[src/rtl/dram_cmd_frontend.sv]
// Button-driven DRAM command front end: synchronizes the two push buttons, detects
// rising edges, queues write/read commands and tracks read returns.
// Latency: button high sampled -> cmd_valid after 3 sysclk edges (+DEBOUNCE_CYC with debounce).
// Backpressure: queue holds DEPTH commands; a push into a full queue with no pop is dropped (ovf).
//
// Optional feature macro: DRAM_FE_DEBOUNCE_EN -- adds a DEBOUNCE_CYC-sample stability
// filter between each button synchronizer and its edge detector.
//
// Ports:
//   sysclk, RESET_SM            clock, asynchronous active-high reset
//   btnl, btnr                  asynchronous write / read push buttons
//   switch, req_addr            write data and address captured at push
//   cmd_valid/cmd_ready         head-of-queue handshake toward the DRAM controller
//   cmd_we, cmd_addr, cmd_wdata head entry (all zero while the queue is empty)
//   rd_valid, rd_data           read-return strobe and data
//   led                         last accepted read data
//   full, ovf, rd_err           queue full, sticky drop, sticky unexpected read return

`ifdef DRAM_FE_DEBOUNCE_EN
// Stability filter for one synchronized button.
// Latency: output follows a new input level after CYC consecutive equal samples.
// Backpressure: none.
module dram_fe_debounce #(
  parameter int CYC = 4
) (
  input  logic sysclk,
  input  logic RESET_SM,
  input  logic din,
  output logic dout
);
  localparam int CW = (CYC > 1) ? $clog2(CYC) : 1;

  logic [CW-1:0] cnt;

  // cnt counts consecutive samples that differ from the current output; any
  // sample agreeing with the output restarts the run.
  always_ff @(posedge sysclk or posedge RESET_SM) begin
    if (RESET_SM) begin
      cnt  <= '0;
      dout <= 1'b0;
    end else if (din == dout) begin
      cnt <= '0;
    end else if (cnt == CW'(CYC - 1)) begin
      dout <= din;
      cnt  <= '0;
    end else begin
      cnt <= cnt + CW'(1);
    end
  end
endmodule
`endif

module dram_cmd_frontend #(
  parameter int DATA_W       = 8,
  parameter int ADDR_W       = 15,
  parameter int DEPTH        = 4,
  parameter int DEBOUNCE_CYC = 4
) (
  input  logic              sysclk,
  input  logic              RESET_SM,
  input  logic              btnl,
  input  logic              btnr,
  input  logic [DATA_W-1:0] switch,
  input  logic [ADDR_W-1:0] req_addr,
  output logic              cmd_valid,
  input  logic              cmd_ready,
  output logic              cmd_we,
  output logic [ADDR_W-1:0] cmd_addr,
  output logic [DATA_W-1:0] cmd_wdata,
  input  logic              rd_valid,
  input  logic [DATA_W-1:0] rd_data,
  output logic [DATA_W-1:0] led,
  output logic              full,
  output logic              ovf,
  output logic              rd_err
);
  localparam int PTR_W = (DEPTH > 1) ? $clog2(DEPTH) : 1;
  localparam int CNT_W = $clog2(DEPTH + 1);

  // Elaboration-time guard against unsupported configurations.
  if (DEPTH < 2 || (DEPTH & (DEPTH - 1)) != 0 || DEBOUNCE_CYC < 1) begin : g_bad_param
    $error("dram_cmd_frontend: DEPTH must be a power of 2 >= 2 and DEBOUNCE_CYC >= 1");
  end

  typedef struct packed {
    logic              we;
    logic [ADDR_W-1:0] addr;
    logic [DATA_W-1:0] wdata;
  } cmd_t;

  // ---------------------------------------------------------------------------
  // Button synchronizers ([1] is the second, metastability-safe stage)
  // ---------------------------------------------------------------------------
  logic [1:0] l_sync, r_sync;

  always_ff @(posedge sysclk or posedge RESET_SM) begin
    if (RESET_SM) begin
      l_sync <= 2'b00;
      r_sync <= 2'b00;
    end else begin
      l_sync <= {l_sync[0], btnl};
      r_sync <= {r_sync[0], btnr};
    end
  end

  logic l_clean, r_clean;

`ifdef DRAM_FE_DEBOUNCE_EN
  dram_fe_debounce #(.CYC(DEBOUNCE_CYC)) u_db_l (
    .sysclk   (sysclk),
    .RESET_SM (RESET_SM),
    .din      (l_sync[1]),
    .dout     (l_clean)
  );
  dram_fe_debounce #(.CYC(DEBOUNCE_CYC)) u_db_r (
    .sysclk   (sysclk),
    .RESET_SM (RESET_SM),
    .din      (r_sync[1]),
    .dout     (r_clean)
  );
`else
  assign l_clean = l_sync[1];
  assign r_clean = r_sync[1];
`endif

  // ---------------------------------------------------------------------------
  // Rising-edge detection. History resets to 0, so a button held through reset
  // release yields exactly one edge once its synchronized level reaches 1.
  // ---------------------------------------------------------------------------
  logic l_prev, r_prev;
  logic l_edge, r_edge;

  always_ff @(posedge sysclk or posedge RESET_SM) begin
    if (RESET_SM) begin
      l_prev <= 1'b0;
      r_prev <= 1'b0;
    end else begin
      l_prev <= l_clean;
      r_prev <= r_clean;
    end
  end

  assign l_edge = l_clean & ~l_prev;
  assign r_edge = r_clean & ~r_prev;

  // ---------------------------------------------------------------------------
  // Command queue
  // ---------------------------------------------------------------------------
  cmd_t             mem [DEPTH];
  logic [PTR_W-1:0] wr_ptr, rd_ptr;
  logic [CNT_W-1:0] count;
  cmd_t             head;
  cmd_t             push_ent;
  logic             push_req, push_ok, pop, drop;

  assign head      = mem[rd_ptr];
  assign cmd_valid = (count != '0);
  assign full      = (count == CNT_W'(DEPTH));
  assign pop       = cmd_valid & cmd_ready;

  // Write wins a same-cycle collision; the read is then dropped.
  always_comb begin
    push_ent = '0;
    if (l_edge) begin
      push_ent.we    = 1'b1;
      push_ent.addr  = req_addr;
      push_ent.wdata = switch;
    end else if (r_edge) begin
      push_ent.we    = 1'b0;
      push_ent.addr  = req_addr;
      push_ent.wdata = '0;
    end
  end

  assign push_req = l_edge | r_edge;
  // A same-cycle pop frees the slot, so a push into a full queue is still taken.
  assign push_ok  = push_req & (~full | pop);
  assign drop     = (l_edge & r_edge) | (push_req & full & ~pop);

  // Storage needs no reset: every read of it is qualified by count.
  always_ff @(posedge sysclk) begin
    if (push_ok) mem[wr_ptr] <= push_ent;
  end

  always_ff @(posedge sysclk or posedge RESET_SM) begin
    if (RESET_SM) begin
      wr_ptr <= '0;
      rd_ptr <= '0;
      count  <= '0;
    end else begin
      if (push_ok) wr_ptr <= wr_ptr + PTR_W'(1);
      if (pop)     rd_ptr <= rd_ptr + PTR_W'(1);
      case ({push_ok, pop})
        2'b10:   count <= count + CNT_W'(1);
        2'b01:   count <= count - CNT_W'(1);
        default: count <= count;
      endcase
    end
  end

  // Head fields are forced to zero while the queue is empty.
  assign cmd_we    = cmd_valid & head.we;
  assign cmd_addr  = cmd_valid ? head.addr  : '0;
  assign cmd_wdata = cmd_valid ? head.wdata : '0;

  // ---------------------------------------------------------------------------
  // Read-return tracking
  // ---------------------------------------------------------------------------
  logic [CNT_W-1:0] rd_out;
  logic             rd_pop, rd_accept;

  assign rd_pop    = pop & ~head.we;
  // A return in the same cycle as its read's pop is treated as expected.
  assign rd_accept = rd_valid & ((rd_out != '0) | rd_pop);

  always_ff @(posedge sysclk or posedge RESET_SM) begin
    if (RESET_SM) begin
      rd_out <= '0;
      led    <= '0;
      ovf    <= 1'b0;
      rd_err <= 1'b0;
    end else begin
      case ({rd_pop, rd_valid})
        2'b10:   if (rd_out != CNT_W'(DEPTH)) rd_out <= rd_out + CNT_W'(1);
        2'b01:   if (rd_out != '0)            rd_out <= rd_out - CNT_W'(1);
        default: rd_out <= rd_out;
      endcase
      if (rd_accept)            led    <= rd_data;
      if (rd_valid & ~rd_accept) rd_err <= 1'b1;
      if (drop)                 ovf    <= 1'b1;
    end
  end
endmodule

[config.mk]
export PLATFORM = sky130hd
export DESIGN_NAME = dram_cmd_frontend
export DESIGN_NICKNAME = d
export VERILOG_FILES = /design/src/rtl/dram_cmd_frontend.sv
export SDC_FILE = /design/constraint.sdc
export NUM_CORES = 1
export LEC_CHECK = 0
export ABC_CLOCK_PERIOD_IN_PS = 2600
export CAP_MARGIN = 15
export CORE_MARGIN = 10
export CORE_UTILIZATION = 54
export CTS_CLUSTER_DIAMETER = 150
export DETAILED_ROUTE_END_ITERATION = 8
export PLACE_DENSITY = 0.79
export SLEW_MARGIN = 20
export SYNTH_ARGS = -nofsm -noshare
export SYNTH_HDL_FRONTEND = slang
export SYNTH_SLANG_ARGS = --single-unit
[constraint.sdc]
create_clock -name sysclk -period 2.6 [get_ports sysclk]
set_clock_uncertainty 0.1 [all_clocks]
set_input_delay 0.39 -clock sysclk [delete_from_list [all_inputs] [get_ports sysclk]]
set_output_delay 0.39 -clock sysclk [all_outputs]
set_load 0.01 [all_outputs]
==> flow_summary.toml, run 1 <==
[status]
run_status = "finished clean"

[placed_design]
buffer_ports.inserted = 72
gp_routability_congestion = 0.777
hpwl_mm = 6.36

[final_layout]
area_delta_synth_final_pct = 31.5
diodes_inserted = 0
drive_above_1_share_pct = 28.4
layout.nets = 435

[sta]
worst_slew_pin_slew_ps = 423
grt_setup_unrepaired = "true"
hold_viol = 0
timing_max_transition_violations_final = 0
min_period_ps = 2520
final-setup-viol-count = 0
fin_setup_tns_ps = 0
fmax_mhz = 397
layout_worst_path_cycle_share_pct = 96.8
slew_headroom_pct = 71.7

[grt]
antenna_found_initial = 0
global_route_wire_length_before_repair_mm = 16.4
grt_util_all_layers_pct = 16.0
vias_in_the_first_global_route = 3192
grt.overflow.total = 0
grt_start_max_net_pins = 27

[synth]
yosysUniqueCellTypes = 38
synthesis.area_um2 = 5080
sequential_area_share_after_synthesis_pct = 69.6
synthesis.instances = 291
synth_seq_cells = 122
syn-mean-instance-area_um2 = 17.5
total_of_warnings_raised_by_yosys = 0
postSynthNetCount = 334

[job]
cap_violations = 0

[clocking]
cts_hold_buffers = 0
clock_latency_ps = 510
cts_root_buffer = "sky130_fd_sc_hd__clkbuf_8"
ctsLongestPathBuffers = 2
cts_max_level = 4
cts.clk_slew.worst_paths_ps = 60
cts_tree = "yes"
cts.sink_count = 122
cts_inserted_buffers = 17

[die]
floorplan_die_area_um2 = 13700
core_region_um2 = 9200
starting_density_of_the_core_pct = 55.2
floorplan.die.width_um = 117
row_count = 35
fp.dieH_um = 117
io_pins = 73

[setup_path]
cp_slowest_stage_delay_ps = 510
timing.critical_path.max_delay_family = "multiplexers"
crit_type = "reg -> out"
maximum_net_fanout_on_the_critical_path = 5
timing.critical_path.slowest_stage_cell = "sky130_fd_sc_hd__mux4_2"
crit_arrival_ps = 2030
timing.critical_path.from_type = "flop"
count_of_buffer_and_inverter_cells_on_the_critical_path = 2
crit_path_cell_trace = "buf_4 -> mux4_2 -> and2_4 -> dlygate4sd2_1"
cp-end-kind = "primary output"
worstPathRequired_ps = 2110

[routing]
route.final.wire_length_mm = 10.1
route.vias.total = 2836
drt_iter0_drc = 166
wl_per_cell_um = 19.5
final_antenna_net_count = 0
drt_first_pass_iters = 4
post-route-drc-count = 0
post_drt_via_cell_ratio = 5.50

[min_path]
min-delay-path-class = "in -> async"

[power]
cell_pwr_density_nw_per_um2 = 1180
vdd.ir_drop.worst_v = 0.000742
final_total_power_mw = 7.88
pleak_nw = 2.48
## routing by layer
metal,vias to the layer above,GRT usage (%),wire length [um]
li1,1299,-,-
met1,1437,18.2,4080
met2,85,26.8,5070
met3,15,6.78,722
met4,0,5.02,199
met5,-,0,0
## what timing repair did
action | CTS | global route
gates resized for setup | 69 | 18
setup endpoints to repair | 25 | 24
gates cloned | 1 | 0
buffers inserted | 10 | 0
## cell usage after synthesis
master	n	area, um^2
sky130_fd_sc_hd__ha_1	4	50.1
sky130_fd_sc_hd__xnor2_1	4	35.0
sky130_fd_sc_hd__o31ai_2	1	12.5
sky130_fd_sc_hd__clkbuf_1	10	37.5
sky130_fd_sc_hd__and3_1	1	6.26
sky130_fd_sc_hd__and2_1	53	332
sky130_fd_sc_hd__o22ai_1	1	6.26
sky130_fd_sc_hd__nand3b_1	3	22.5
sky130_fd_sc_hd__nor3_1	2	10.0
sky130_fd_sc_hd__or2_2	2	12.5
sky130_fd_sc_hd__nand2_1	2	7.51
sky130_fd_sc_hd__o21ai_4	1	16.3
sky130_fd_sc_hd__inv_1	6	22.5
sky130_fd_sc_hd__and2b_1	1	7.51
sky130_fd_sc_hd__o21ai_0	4	20.0
sky130_fd_sc_hd__or3_1	1	6.26
sky130_fd_sc_hd__mux2_2	9	101
sky130_fd_sc_hd__a2bb2oi_2	1	15.0
sky130_fd_sc_hd__nor2b_1	3	18.8
sky130_fd_sc_hd__a221oi_1	1	8.76
sky130_fd_sc_hd__a311o_1	1	10.0
sky130_fd_sc_hd__buf_6	1	11.3
sky130_fd_sc_hd__edfxtp_1	96	2880
sky130_fd_sc_hd__a21oi_1	7	35.0
sky130_fd_sc_hd__mux4_2	21	473
sky130_fd_sc_hd__nor2_1	11	41.3
sky130_fd_sc_hd__o211ai_1	1	7.51
sky130_fd_sc_hd__a31oi_1	1	6.26
sky130_fd_sc_hd__xor2_1	1	8.76
sky130_fd_sc_hd__dfrtp_1	26	651
sky130_fd_sc_hd__xor2_2	1	16.3
sky130_fd_sc_hd__buf_2	3	15.0
sky130_fd_sc_hd__mux4_1	3	78.8
sky130_fd_sc_hd__fa_1	2	40.0
sky130_fd_sc_hd__o21bai_1	2	15.0
sky130_fd_sc_hd__nor2_8	1	20.0
sky130_fd_sc_hd__o31ai_1	2	15.0
sky130_fd_sc_hd__nand3_1	1	5.00
## cell families after synthesis
| group | share of synthesized area (%) |
|---|---|
| XOR/XNOR | 1.18 |
| multiplexers | 12.9 |
| adder cells (fa/ha/maj) | 1.77 |
| AO/OA/AOI/OAI | 3.30 |
| buffers and inverters | 1.70 |
| flip-flops | 69.6 |
| AND/OR/NAND/NOR | 9.63 |
## cells in the final DEF (no fill, tap or decap), drive strengths merged, types with 3 or more instances in the layout
cell type and n:
o31ai 3, mux4 24, dfrtp 26, nor2b 3
nor2 12, nand3b 3, a21oi 7, inv 15
clkbuf 23, clkdlybuf4s15 5, mux2 9, xnor2 4
o21ai 5, buf 33, dlygate4sd2 4, clkdlybuf4s50 47
and2 53, ha 4, edfxtp 96
## flip-flops by register name, indices dropped and copies added (netlist names), 2 cells and up
| name | count |
|---|---|
| r_sync | 2 |
| led | 8 |
| l_sync | 2 |
| rd_out | 3 |
| count | 3 |
| mem | 96 |
| wr_ptr | 2 |
| rd_ptr | 2 |
## final cells by class
class / count / area, um^2
sequential: 122 / 3540
fill: 547 / 2520
multi-input combinational: 149 / 1470
timing repair buffer: 96 / 920
clock buffer: 17 / 414
clock inverter: 15 / 179
tap: 111 / 139
inverter: 6 / 22.5
## per-stage QoR
step / cell area [um^2] / setup slack, ps / instances / util, % / hold WS, ps
global route: 6680 / -11.9 / 516 / 72.6 / 179
finish: 6680 / 83.3 / 516 / 72.6 / 149
CTS: 6720 / -55.4 / 518 / 73.1 / 150
floorplan: 5080 / 272 / 291 / - / 231
global placement: 6050 / 157 / 475 / 65.8 / 235
detailed placement: 6050 / 124 / 475 / 65.8 / 239
## where the power goes
part / total [mW] / switching, mW / leakage, nW / internal [mW]
Sequential: 2.75 / 0.199 / 1.20 / 2.55
Combinational: 2.81 / 1.30 / 0.999 / 1.51
Clock: 2.32 / 0.916 / 0.286 / 1.40
Total: 7.88 / 2.42 / 2.48 / 5.47
## path summary, 6_finish.rpt
kind / start / end / slack, ps / cells past startpoint
worst max-delay path: rd_ptr[0] / cmd_we / 80 / 4
worst min-delay path: RESET_SM / l_sync[1] / 150 / 3
worst max register to register: rd_ptr[0] / rd_out[1] / 170 / 7
worst min register to register: r_sync[0] / r_sync[1] / 250 / 0
max in group asynchronous: RESET_SM / count[1] / 1980 / 3
min in group sysclk: btnr / r_sync[0] / 240 / 1
## worst register-to-register path, stage by stage (launching register included)
cell and delay, ps:
sky130_fd_sc_hd__dfrtp_2 440, sky130_fd_sc_hd__buf_4 140, sky130_fd_sc_hd__mux4_2 510, sky130_fd_sc_hd__buf_4 180
sky130_fd_sc_hd__o21ai_1 210, sky130_fd_sc_hd__fa_1 430, sky130_fd_sc_hd__and2b_1 210, sky130_fd_sc_hd__a2bb2oi_2 130
(Power assumes the default switching activity.)
==> inputs of run 2 (changes only) <==
Settings changed: CAP_MARGIN 15 to 10, SETUP_SLACK_MARGIN set to 0.5.
==> run 2 against run 1 <==
Critical path depth increased by 2. Sequential share of layout area decreased by 4.1 points. Die area unchanged. Worst hold slack got worse by 41 ps. Largest power group unchanged. Fmax decreased by 2.7%. Combinational power increased by 41%. Non-clock buffer count increased by 31.
==> flow_summary.toml, run 2 (synthesis gave the netlist of run 1 again) <==
[grt]
global_route_wire_length_before_repair_mm = 18.0
vias_in_the_first_global_route = 3332
grt.overflow.total = 0
antenna_found_initial = 0
grt_util_all_layers_pct = 17.9
grt_start_max_net_pins = 26

[power]
cell_pwr_density_nw_per_um2 = 1270
vdd.ir_drop.worst_v = 0.000769
pleak_nw = 2.77
final_total_power_mw = 9.17

[clocking]
cts_inserted_buffers = 17
clock_latency_ps = 520
cts.sink_count = 122
cts_root_buffer = "sky130_fd_sc_hd__clkbuf_8"
cts_max_level = 4
ctsLongestPathBuffers = 2
cts.clk_slew.worst_paths_ps = 60
cts_tree = "yes"

[die]
floorplan.die.width_um = 117
fp.dieH_um = 117
core_region_um2 = 9200
row_count = 35
io_pins = 73
floorplan_die_area_um2 = 13700
starting_density_of_the_core_pct = 55.2

[setup_path]
crit_arrival_ps = 2100
r2r_slack_ps = 130
worst_r2r_endpoint = "rd_out[1]"
maximum_net_fanout_on_the_critical_path = 7
timing.critical_path.from_type = "flop"
timing.rr.start = "rd_ptr[0]"
worstPathRequired_ps = 2110
crit_type = "reg -> out"
cp-end-kind = "primary output"
worstRegToRegCells = 8

[final_layout]
most_used_cells_in_the_layout_excluding_fill_and_tap_cells = "96 x sky130_fd_sc_hd__edfxtp_1, 46 x sky130_fd_sc_hd__clkdlybuf4s50_1, 34 x sky130_fd_sc_hd__buf_6"
final_area_um2 = 7240
layout_commonest_cell = "sky130_fd_sc_hd__edfxtp_1"
layout_top_registers = "mem: 96 flops, led: 8 flops"
layout.nets = 466
diodes_inserted = 0
layoutNonFillerInstCount = 547
area_delta_synth_final_pct = 42.6
largest_register_ffs = 96
final_core_util_pct = 78.8
registers.top_by_ff_count = "mem"
drive_above_1_share_pct = 44.0

[placed_design]
worst_setup_timing_slack_at_the_placement_stage_ps = 221
placed_cells_incl_taps = 480
hpwl_mm = 6.68
buffer_ports.inserted = 72
placed_area_um2 = 6080
gp_routability_congestion = 0.756

[routing]
drt_first_pass_iters = 4
route.vias.total = 3061
wl_per_cell_um = 22.8
drt_iter0_drc = 172
route.final.wire_length_mm = 12.5
final_antenna_net_count = 0
post_drt_via_cell_ratio = 5.60
post-route-drc-count = 0

[sta]
grt_setup_unrepaired = "true"
final-setup-viol-count = 0
min_period_ps = 2590
setup_slack_ps = 13.7
timing_max_transition_violations_final = 0
slew_headroom_pct = 64.2
fmax_mhz = 387
hold_viol = 0
layout_worst_path_cycle_share_pct = 99.5
worst_slew_pin_slew_ps = 536

[status]
run_status = "finished clean"

[min_path]
min-delay-path-class = "in -> async"

[job]
cap_violations = 0
## run 2: changes by cell type in the layout (fill, tap and decap cells not counted), sizes merged
| cell | before | now |
|---|---|---|
| bufinv | 2 | 4 |
| dlygate4sd2 | 4 | 0 |
| inv | 15 | 8 |
| buf | 33 | 80 |
| clkbuf | 23 | 18 |
| clkdlybuf4s15 | 5 | 0 |
| clkinv | 2 | 6 |
| clkdlybuf4s50 | 47 | 46 |
## run 2: worst max-delay path by stage
| stage | start | end | slack [ps] | cells past startpoint |
|---|---|---|---|---|
| final | rd_ptr[0] | cmd_addr[8] | 10 | 6 |
| after global placement | cmd_ready | count[2] | 250 | 7 |
| after CTS | rd_ptr[0] | cmd_addr[8] | 10 | 6 |
| after global routing | rd_ptr[0] | cmd_addr[3] | -50 | 6 |
| after floorplan | l_prev | count[2] | 390 | 8 |
| after detailed placement | cmd_ready | count[2] | 220 | 7 |
## run 2: per-layer routing
metal / part of all wire (%) / global-route usage (%) / wire, um
met2: 53 / 30.6 / 6550
met3: 6.7 / 5.81 / 836
met5: 0 / 0 / 0
met1: 37 / 20.1 / 4670
met4: 3.2 / 7.99 / 398
## run 2: area by class of cell
| type | count | area (um^2) |
|---|---|---|
| Sequential cell | 122 | 3540 |
| Fill cell | 489 | 1950 |
| Multi-Input combinational cell | 149 | 1630 |
| Timing Repair Buffer | 127 | 1300 |
| Clock buffer | 18 | 418 |
| Clock inverter | 14 | 196 |
| Tap cell | 111 | 139 |
| Inverter | 6 | 22.5 |
## run 2: report_power, final
part	internal, mW	leakage [nW]	switching [mW]
registers	2.56	1.20	0.206
logic	2.28	1.29	1.69
clock network	1.56	0.293	0.879
## run 2: what timing repair did
item / 4_1_cts / 5_1_grt
resized for setup: 138 / 60
setup endpoints to repair: 86 / 39
hold buffers: 0 / 0
cloned: 1 / 0
setup buffers: 20 / 14
hold endpoints to repair: 0 / 0
pin swaps: 20 / 10
## run 2: through the flow
| step | hold WS (ps) | TNS, ps |
|---|---|---|
| global placement | 231 | 0 |
| floorplan | 231 | 0 |
| detailed placement | 237 | 0 |
| CTS | 115 | 0 |
| global route | 159 | -325 |
| finish | 108 | 0 |
## run 2: worst max-delay path, cell delays in order (launching register included)
cell and delay, ps:
sky130_fd_sc_hd__dfrtp_2 460, sky130_fd_sc_hd__buf_6 140, sky130_fd_sc_hd__buf_12 90, sky130_fd_sc_hd__buf_16 120
sky130_fd_sc_hd__mux4_2 500, sky130_fd_sc_hd__and2_4 150, sky130_fd_sc_hd__buf_6 110
